<file path="config.mk">
export PLATFORM = sky130hd
export DESIGN_NAME = pmem_port_arbiter_flat
export DESIGN_NICKNAME = d
export VERILOG_FILES = /design/src/rtl/pmem_port_arbiter_if.sv /design/src/rtl/pmem_port_arbiter.sv /design/src/flat_wrapper.sv
export SDC_FILE = /design/constraint.sdc
export NUM_CORES = 1
export LEC_CHECK = 0
export CORE_MARGIN = 2
export CORE_UTILIZATION = 34
export DETAILED_ROUTE_END_ITERATION = 16
export PLACE_DENSITY = 0.8
export SETUP_SLACK_MARGIN = 0.15
export SYNTH_ARGS = -nofsm -noshare
export SYNTH_HDL_FRONTEND = slang
export SYNTH_SLANG_ARGS = --single-unit
</file>
<file path="constraint.sdc">
create_clock -name clk -period 1.9 [get_ports clk]
set_input_delay 0.38 -clock clk [delete_from_list [all_inputs] [get_ports clk]]
set_output_delay 0.38 -clock clk [all_outputs]
set_load 0.1 [all_outputs]
</file>
<file path="src/rtl/pmem_port_arbiter_if.sv">
// pmem_port_arbiter_if
//   Bundles the fetch, LPM and program-memory signals of the program-flash
//   read-port arbiter.
//   slave  : arbiter side (drives fetch_valid/fetch_data, lpm_* results,
//            pc_stall and the pmem read request).
//   master : environment side (fetch unit, decode, register file and the
//            synchronous program memory).
//   ADDR_W : program-memory word-address width.
interface pmem_port_arbiter_if #(
    parameter int ADDR_W = 14
) ();
    // fetch path
    logic              fetch_req;
    logic [ADDR_W-1:0] fetch_addr;
    logic              fetch_valid;
    logic [15:0]       fetch_data;
    // LPM path
    logic              lpm_start;
    logic [15:0]       lpm_z;
    logic              lpm_postinc;
    logic              lpm_busy;
    logic              lpm_done;
    logic [7:0]        lpm_byte;
    logic              z_inc;
    logic              pc_stall;
    // program memory
    logic              pmem_en;
    logic [ADDR_W-1:0] pmem_addr;
    logic [15:0]       pmem_rdata;

    modport slave (
        input  fetch_req, fetch_addr, lpm_start, lpm_z, lpm_postinc, pmem_rdata,
        output fetch_valid, fetch_data, lpm_busy, lpm_done, lpm_byte, z_inc,
               pc_stall, pmem_en, pmem_addr
    );

    modport master (
        output fetch_req, fetch_addr, lpm_start, lpm_z, lpm_postinc, pmem_rdata,
        input  fetch_valid, fetch_data, lpm_busy, lpm_done, lpm_byte, z_inc,
               pc_stall, pmem_en, pmem_addr
    );
endinterface

</file>
<file path="src/rtl/pmem_port_arbiter.sv">
// pmem_port_arbiter
//   Shares the single read port of the program flash between instruction
//   fetch and the LPM execution path. Fetch is stalled while the 3-cycle LPM
//   sequence (LPM_START, LPM_RD, LPM_CAP) runs; the addressed byte is
//   returned with lpm_done and, for LPM Rd,Z+, a z_inc pulse.
//   Ports:
//     clk      : system clock, rising edge
//     reset_n  : synchronous, active-low reset
//     bus      : pmem_port_arbiter_if.slave (fetch, LPM and pmem signals)
//   Build option:
//     LPM_POSTINC_EN : when defined, lpm_postinc is latched on lpm_start and
//                      drives z_inc in LPM_CAP; otherwise z_inc is tied low.
module pmem_port_arbiter #(
    parameter int ADDR_W = 14
) (
    input  logic                  clk,
    input  logic                  reset_n,
    pmem_port_arbiter_if.slave    bus
);

    typedef enum logic [1:0] {
        IDLE      = 2'd0,
        LPM_START = 2'd1,
        LPM_RD    = 2'd2,
        LPM_CAP   = 2'd3
    } state_t;

    state_t            state_q, state_d;
    logic [ADDR_W-1:0] z_word_q, z_word_d;
    logic              z_lsb_q, z_lsb_d;
    logic              fetch_valid_q, fetch_valid_d;
    logic              lpm_busy_q, lpm_busy_d;
    logic              lpm_done_q, lpm_done_d;
    logic              z_inc_q, z_inc_d;
`ifdef LPM_POSTINC_EN
    logic              postinc_q, postinc_d;
`else
    logic              postinc_unused;
    assign postinc_unused = bus.lpm_postinc;
`endif

    logic              fetch_grant;
    logic              pmem_en_c;
    logic [ADDR_W-1:0] pmem_addr_c;
    logic              pc_stall_c;

    // Z bits above the flash size are dropped on purpose (address wraps).
    logic              lpm_z_unused;
    assign lpm_z_unused = ^bus.lpm_z;

    always_comb begin
        state_d     = state_q;
        z_word_d    = z_word_q;
        z_lsb_d     = z_lsb_q;
`ifdef LPM_POSTINC_EN
        postinc_d   = postinc_q;
`endif
        fetch_grant = 1'b0;
        pmem_en_c   = 1'b0;
        pmem_addr_c = bus.fetch_addr;
        pc_stall_c  = 1'b0;

        case (state_q)
            IDLE: begin
                if (bus.lpm_start) begin
                    // LPM wins over a simultaneous fetch; fetch unit retries.
                    pc_stall_c = 1'b1;
                    z_word_d   = bus.lpm_z[ADDR_W:1];
                    z_lsb_d    = bus.lpm_z[0];
`ifdef LPM_POSTINC_EN
                    postinc_d  = bus.lpm_postinc;
`endif
                    state_d    = LPM_START;
                end else begin
                    fetch_grant = bus.fetch_req;
                    pmem_en_c   = bus.fetch_req;
                    pmem_addr_c = bus.fetch_addr;
                end
            end
            LPM_START: begin
                pc_stall_c = 1'b1;
                state_d    = LPM_RD;
            end
            LPM_RD: begin
                pc_stall_c  = 1'b1;
                pmem_en_c   = 1'b1;
                pmem_addr_c = z_word_q;
                state_d     = LPM_CAP;
            end
            LPM_CAP: begin
                pc_stall_c = 1'b1;
                state_d    = IDLE;
            end
            default: state_d = IDLE;
        endcase

        // Status outputs are registered from the next state so they line up
        // with the state they describe.
        fetch_valid_d = fetch_grant;
        lpm_busy_d    = (state_d != IDLE);
        lpm_done_d    = (state_d == LPM_CAP);
`ifdef LPM_POSTINC_EN
        z_inc_d       = (state_d == LPM_CAP) && postinc_q;
`else
        z_inc_d       = 1'b0;
`endif
    end

    always_ff @(posedge clk) begin
        if (!reset_n) begin
            state_q       <= IDLE;
            z_word_q      <= '0;
            z_lsb_q       <= 1'b0;
            fetch_valid_q <= 1'b0;
            lpm_busy_q    <= 1'b0;
            lpm_done_q    <= 1'b0;
            z_inc_q       <= 1'b0;
`ifdef LPM_POSTINC_EN
            postinc_q     <= 1'b0;
`endif
        end else begin
            state_q       <= state_d;
            z_word_q      <= z_word_d;
            z_lsb_q       <= z_lsb_d;
            fetch_valid_q <= fetch_valid_d;
            lpm_busy_q    <= lpm_busy_d;
            lpm_done_q    <= lpm_done_d;
            z_inc_q       <= z_inc_d;
`ifdef LPM_POSTINC_EN
            postinc_q     <= postinc_d;
`endif
        end
    end

    assign bus.fetch_valid = fetch_valid_q;
    assign bus.fetch_data  = bus.pmem_rdata;
    assign bus.lpm_busy    = lpm_busy_q;
    assign bus.lpm_done    = lpm_done_q;
    assign bus.lpm_byte    = lpm_done_q ? (z_lsb_q ? bus.pmem_rdata[15:8]
                                                   : bus.pmem_rdata[7:0])
                                        : '0;
    assign bus.z_inc       = z_inc_q;
    assign bus.pc_stall    = pc_stall_c;
    assign bus.pmem_en     = pmem_en_c;
    assign bus.pmem_addr   = pmem_addr_c;

endmodule

</file>
<file path="src/flat_wrapper.sv">
// flat-port wrapper written by rule: the top's interface ports become plain ports
module pmem_port_arbiter_flat 
#(
    parameter int ADDR_W = 14
)
  (clk, reset_n, bus_fetch_req, bus_fetch_addr, bus_lpm_start, bus_lpm_z, bus_lpm_postinc, bus_pmem_rdata, bus_fetch_valid, bus_fetch_data, bus_lpm_busy, bus_lpm_done, bus_lpm_byte, bus_z_inc, bus_pc_stall, bus_pmem_en, bus_pmem_addr);
  pmem_port_arbiter_if #(.ADDR_W(ADDR_W)) bus_i ();
  input  logic clk;
  input  logic reset_n;
  input wire logic [$bits(bus_i.fetch_req)-1:0] bus_fetch_req;
  input wire logic [$bits(bus_i.fetch_addr)-1:0] bus_fetch_addr;
  input wire logic [$bits(bus_i.lpm_start)-1:0] bus_lpm_start;
  input wire logic [$bits(bus_i.lpm_z)-1:0] bus_lpm_z;
  input wire logic [$bits(bus_i.lpm_postinc)-1:0] bus_lpm_postinc;
  input wire logic [$bits(bus_i.pmem_rdata)-1:0] bus_pmem_rdata;
  output wire logic [$bits(bus_i.fetch_valid)-1:0] bus_fetch_valid;
  output wire logic [$bits(bus_i.fetch_data)-1:0] bus_fetch_data;
  output wire logic [$bits(bus_i.lpm_busy)-1:0] bus_lpm_busy;
  output wire logic [$bits(bus_i.lpm_done)-1:0] bus_lpm_done;
  output wire logic [$bits(bus_i.lpm_byte)-1:0] bus_lpm_byte;
  output wire logic [$bits(bus_i.z_inc)-1:0] bus_z_inc;
  output wire logic [$bits(bus_i.pc_stall)-1:0] bus_pc_stall;
  output wire logic [$bits(bus_i.pmem_en)-1:0] bus_pmem_en;
  output wire logic [$bits(bus_i.pmem_addr)-1:0] bus_pmem_addr;
  assign bus_i.fetch_req = bus_fetch_req;
  assign bus_i.fetch_addr = bus_fetch_addr;
  assign bus_i.lpm_start = bus_lpm_start;
  assign bus_i.lpm_z = bus_lpm_z;
  assign bus_i.lpm_postinc = bus_lpm_postinc;
  assign bus_i.pmem_rdata = bus_pmem_rdata;
  assign bus_fetch_valid = bus_i.fetch_valid;
  assign bus_fetch_data = bus_i.fetch_data;
  assign bus_lpm_busy = bus_i.lpm_busy;
  assign bus_lpm_done = bus_i.lpm_done;
  assign bus_lpm_byte = bus_i.lpm_byte;
  assign bus_z_inc = bus_i.z_inc;
  assign bus_pc_stall = bus_i.pc_stall;
  assign bus_pmem_en = bus_i.pmem_en;
  assign bus_pmem_addr = bus_i.pmem_addr;
  pmem_port_arbiter #(.ADDR_W(ADDR_W)) u_core (.clk(clk), .reset_n(reset_n), .bus(bus_i));
endmodule
</file>
# [After elaboration in Yosys (flattened, before gate mapping)]
# Index checks and enable logic that the tools add are counted.
[word_totals] mem_bits_rw=0 reg_bits=20 latchBits=0 mem_count=0 romBits=0 elab_cells=24 output_inout_bits=44
[op_classes] multipliers=0 n_div=0 shift=0 addsub=0 n_eq_ne=4 muxes=9 n_reduce_logical=5 magnitude_cmp=0 bitwise=0
[ops] cell="8-bit two-way mux" count=2
[ops] cell="14-bit two-way mux" count=1
[ops] cell="2-bit case mux with 4 select lines" count=1
[ops] cell="2-bit equality test (second input constant)" count=3
[ops] cell="1-bit case mux with 2 select lines" count=2
[ops] cell="2-bit AND reduction" count=2
[ops] cell="3-bit OR reduction" count=1
[ops] cell="2-bit by 1-bit equality test with 1-bit output (second input constant)" count=1
[ops] cell="2-bit logical NOT" count=1
[ops] cell="1-bit two-way mux" count=2
[ops] cell="2-bit two-way mux" count=1
[ops] cell="2-bit nonzero test" count=1

# [Longest topological paths before layout]
[depth] ltp_word=3 depth_mapped=6 ltp_nobuf=4

# [Worst setup path before layout]
# OpenSTA, ideal clock, no wires.
[synth_timing] path_kind="reg2out" start="register u_core.lpm_done_q, in the netlist u_core.bus.lpm_done" end="output port bus_lpm_byte[0]" path_stages_with_launch=2 path_buffers=0 slack_ns=-0.928 arrival_time_ns=2.448 cell_sequence="dfxtp_1 nor2b_1"
[synth_via] elab_chain_cells=1
[synth_rtl] element="from (decl)" line="pmem_port_arbiter.sv:33" source="logic lpm_done_q, lpm_done_d;"
[synth_rtl] element="from (signal assigned)" line="pmem_port_arbiter.sv:127" source="lpm_done_q <= lpm_done_d;"
[synth_rtl] element="8-bit two-way mux" line="pmem_port_arbiter.sv:139" source="assign bus.lpm_byte = lpm_done_q ? (z_lsb_q ? bus.pmem_rdata[15:8]"
[synth_rtl] element="to (decl)" line="flat_wrapper.sv:20" source="output wire logic [$bits(bus_i.lpm_byte)-1:0] bus_lpm_byte;"
# No other way between the ends.

# [Worst setup path after layout]
[layout_timing] start="register u_core.state_q[0]" end="output port bus_pmem_addr[8]"
[layout_via] elab_chain_cells=2
[layout_rtl] element="from (decl)" line="pmem_port_arbiter.sv:28" source="state_t state_q, state_d;"
[layout_rtl] element="from (signal assigned)" line="pmem_port_arbiter.sv:122" source="state_q <= state_d;"
[layout_rtl] element="2-bit equality test" line="pmem_port_arbiter.sv:63" source="case (state_q)"
[layout_rtl] element="14-bit two-way mux"
[layout_rtl] element="to (decl)" line="flat_wrapper.sv:24" source="output wire logic [$bits(bus_i.pmem_addr)-1:0] bus_pmem_addr;"
# No other way between the ends.

==> out/metrics.yaml <==
logic_synthesis:
  post-synth-top-count-cell: "dfxtp_1"
  synth_top_area_share_pct: 30.59
  async_flop_share_pct: 0
  synth_area_leaders: "dfxtp_1, mux2_1, buf_4"
  ys_seq_area_share_pct: 30.59
  syn_nets: 193
  synthTopCellsByCount: "dfxtp_1, buf_4, and3_1, o21a_1, mux2_1"
  synth_area_mm2: 0.001309
  postSynthCellCount: 139
  synth_edf_count: 0
  yosys_warnings: 0
  ys_types: 24
  synth_seq_cells: 20
  synth_ff_type: "dfxtp_1"
  yosysTopAreaCell: "dfxtp_1"
  syn_avg_cell_area_um2: 9.416
worst_setup_path:
  r2r_slack_ps: 370
  critPathRequiredTime_ps: 1520
  critPathCaptureType: "output pin"
  cp.arrival_ps: 1460
  path_class: "register to output pin"
  cp-start-kind: "register"
  crit_chain: "inv_2 > ha_4 > buf_6 > mux2_4 > buf_12"
  path_buf_inv: 3
  slowest_stage: "dfxtp_2"
  slowest_delay_ps: 330
  cp_top_family: "buffers and inverters"
  crit_path_max_fanout: 5
drt:
  drc: 0
  drt_iter0_markers: 43
  drt-pass1-iter-count: 4
  routed_wl_um: 4944
  avgViaCountPerCell: 4.948
  ant_nets: 0
  num_vias: 1341
  wl_per_cell_um: 18.24
power:
  p_leak_uw: 0.001278
  power.ir.vdd_worst_mv: 0.8271
  p_total_uw: 3876
  power_per_cell_area_mw_per_mm2: 1338
timing:
  min_period_ps: 1845
  hold_viol_final: 0
  setup_tns_ps: 0
  final-setup-viol-count: 0
  fmax_mhz: 542.0
  finalClockSkew_ps: 9.628
  hold_slack_ps: 621.2
  fin_crit_sh_pct: 97.10
  rsz0062_at_grt: "true"
  drv_slew: 0
hold_path:
  hold_class: "register to register"
floorplanning:
  rows: 22
  fp.dieW_um: 66.04
  start_util_pct: 35.48
  pin_count: 95
  core_area_mm2: 0.003689
  die-area_mm2: 0.004361
  fp.dieH_um: 66.04
cts:
  cts-buffers-inserted: 3
  cts_max_level: 1
  clock-sinks: 20
  cts_tree: "yes"
  clkTransAtPathRegs_ps: 70
  clock_latency_ps: 260
  cts_hold_buf: 0
  root_buffer: "clkbuf_8"
  cts_max_path_buffers: 2
placed_design:
  place_inst: 262
  place.port_buffers: 91
  place.gp.congestion: 0.7084
  dp_hpwl_um: 3353
  placed_cell_area_mm2: 0.002668
grt:
  grt_antenna_before_repair: 0
  grt_max_degree: 24
  grt_overflow: 0
  grt_use_total_pct: 21.78
  grt_pass1_vias: 1351
  grt_pass1_wl_um: 7148
run:
  maxCapViolCount: 0
layout:
  postLayoutCellArea_mm2: 0.002898
  fin_cells: 271
  drive_gt1_share_pct: 45.29
  fin_nets: 278
  area_growth_pct: 121.4
  nFillCells: 229
  n_antenna_cell: 0
status:
  outcome: "complete, no violations"
-- through the flow --
step | util (%) | setup slack [ps]
2_1_floorplan | - | 96.64
6_report | 78.56 | 55.02
3_5_place_dp | 72.32 | 102.6
4_1_cts | 77.14 | 76.19
5_1_grt | 78.56 | 9.984
3_3_place_gp | 72.32 | 92.97
-- what timing repair did --
item / in CTS / in global routing
gates cloned: 1 / 0
endpoints found under the setup margin: 22 / 21
endpoints found under the hold margin: 0 / 0
resized for setup: 37 / 11
pin swaps: 1 / 0
buffers inserted: 3 / 1
-- path summary, 6_finish.rpt --
| kind | startpoint | endpoint | depth (start not counted) |
|---|---|---|---|
| min reg2reg | u_core.z_word_q[0] | u_core.z_word_q[0] | 2 |
| min | u_core.z_word_q[0] | u_core.z_word_q[0] | 2 |
| max reg2reg | u_core.state_q[0] | u_core.bus.lpm_busy | 5 |
| max | u_core.state_q[0] | bus_pmem_addr[8] | 5 |
-- metal layers --
metal / vias to the layer above / share of wire (%) / GRT usage (%)
li1: 638 / - / -
met3: 4 / 8.1 / 5.451
met1: 635 / 40 / 26.41
met2: 64 / 51 / 39.14
met5: - / 0 / 0
met4: 0 / 1.3 / 3.827
-- flip-flops by register name (all words and copies together) (netlist names) --
signal	flops
u_core.bus.fetch_valid	1
u_core.state_q	2
u_core.bus.lpm_done	1
u_core.z_word_q	14
u_core.bus.lpm_busy	1
u_core.z_lsb_q	1
-- worst register-to-register path, delay by kind of cell (launching register included) --
family	cells	cell delay (ps)
flops	1	340
compound gates	1	130
fa+ha+maj	1	290
buf+inv	2	190
simple gates	1	480
-- cells in the final DEF (no fill, tap or decap), types with 3 or more instances in the layout --
master	instances
buf_12	41
dlygate4sd2_1	11
dlymetal6s2s_1	4
dfxtp_1	17
and3_1	15
a21boi_1	3
a21boi_0	12
clkdlybuf4s50_1	33
nor2b_4	8
o21a_1	15
buf_4	15
clkbuf_8	3
buf_6	3
mux2_4	14
dfxtp_2	3
mux2i_2	4
-- report_power, final --
group	switching [uW]	internal, uW	leakage (uW)
Combinational	1720	1150	0.00108
Clock	146	281	0.0000357
Sequential	65.5	515	0.000165
-- area by class of cell --
| cell class | count | area (um2) | area share (%) |
|---|---|---|---|
| Clock buffer | 3 | 41.29 | 1.425 |
| Clock inverter | 1 | 30.03 | 1.036 |
| Inverter | 3 | 11.26 | 0.3886 |
| Multi-Input combinational cell | 88 | 892.1 | 30.79 |
| Sequential cell | 20 | 404.1 | 13.95 |
| Tap cell | 48 | 60.06 | 2.073 |
| Timing Repair Buffer | 108 | 1459 | 50.35 |
-- kinds of logic (layout without fill, tap and decap cells) --
family | after synthesis | count (layout) | share of synthesized area [%]
compound gates | 34 | 34 | 19.50
buf+inv | 31 | 115 | 14.91
simple gates | 28 | 28 | 13.67
mux | 22 | 22 | 18.16
flops | 20 | 20 | 30.59
fa+ha+maj | 3 | 3 | 2.868
other cells | 1 | 1 | 0.2865
Note: power is estimated with default switching activity, not from simulation.
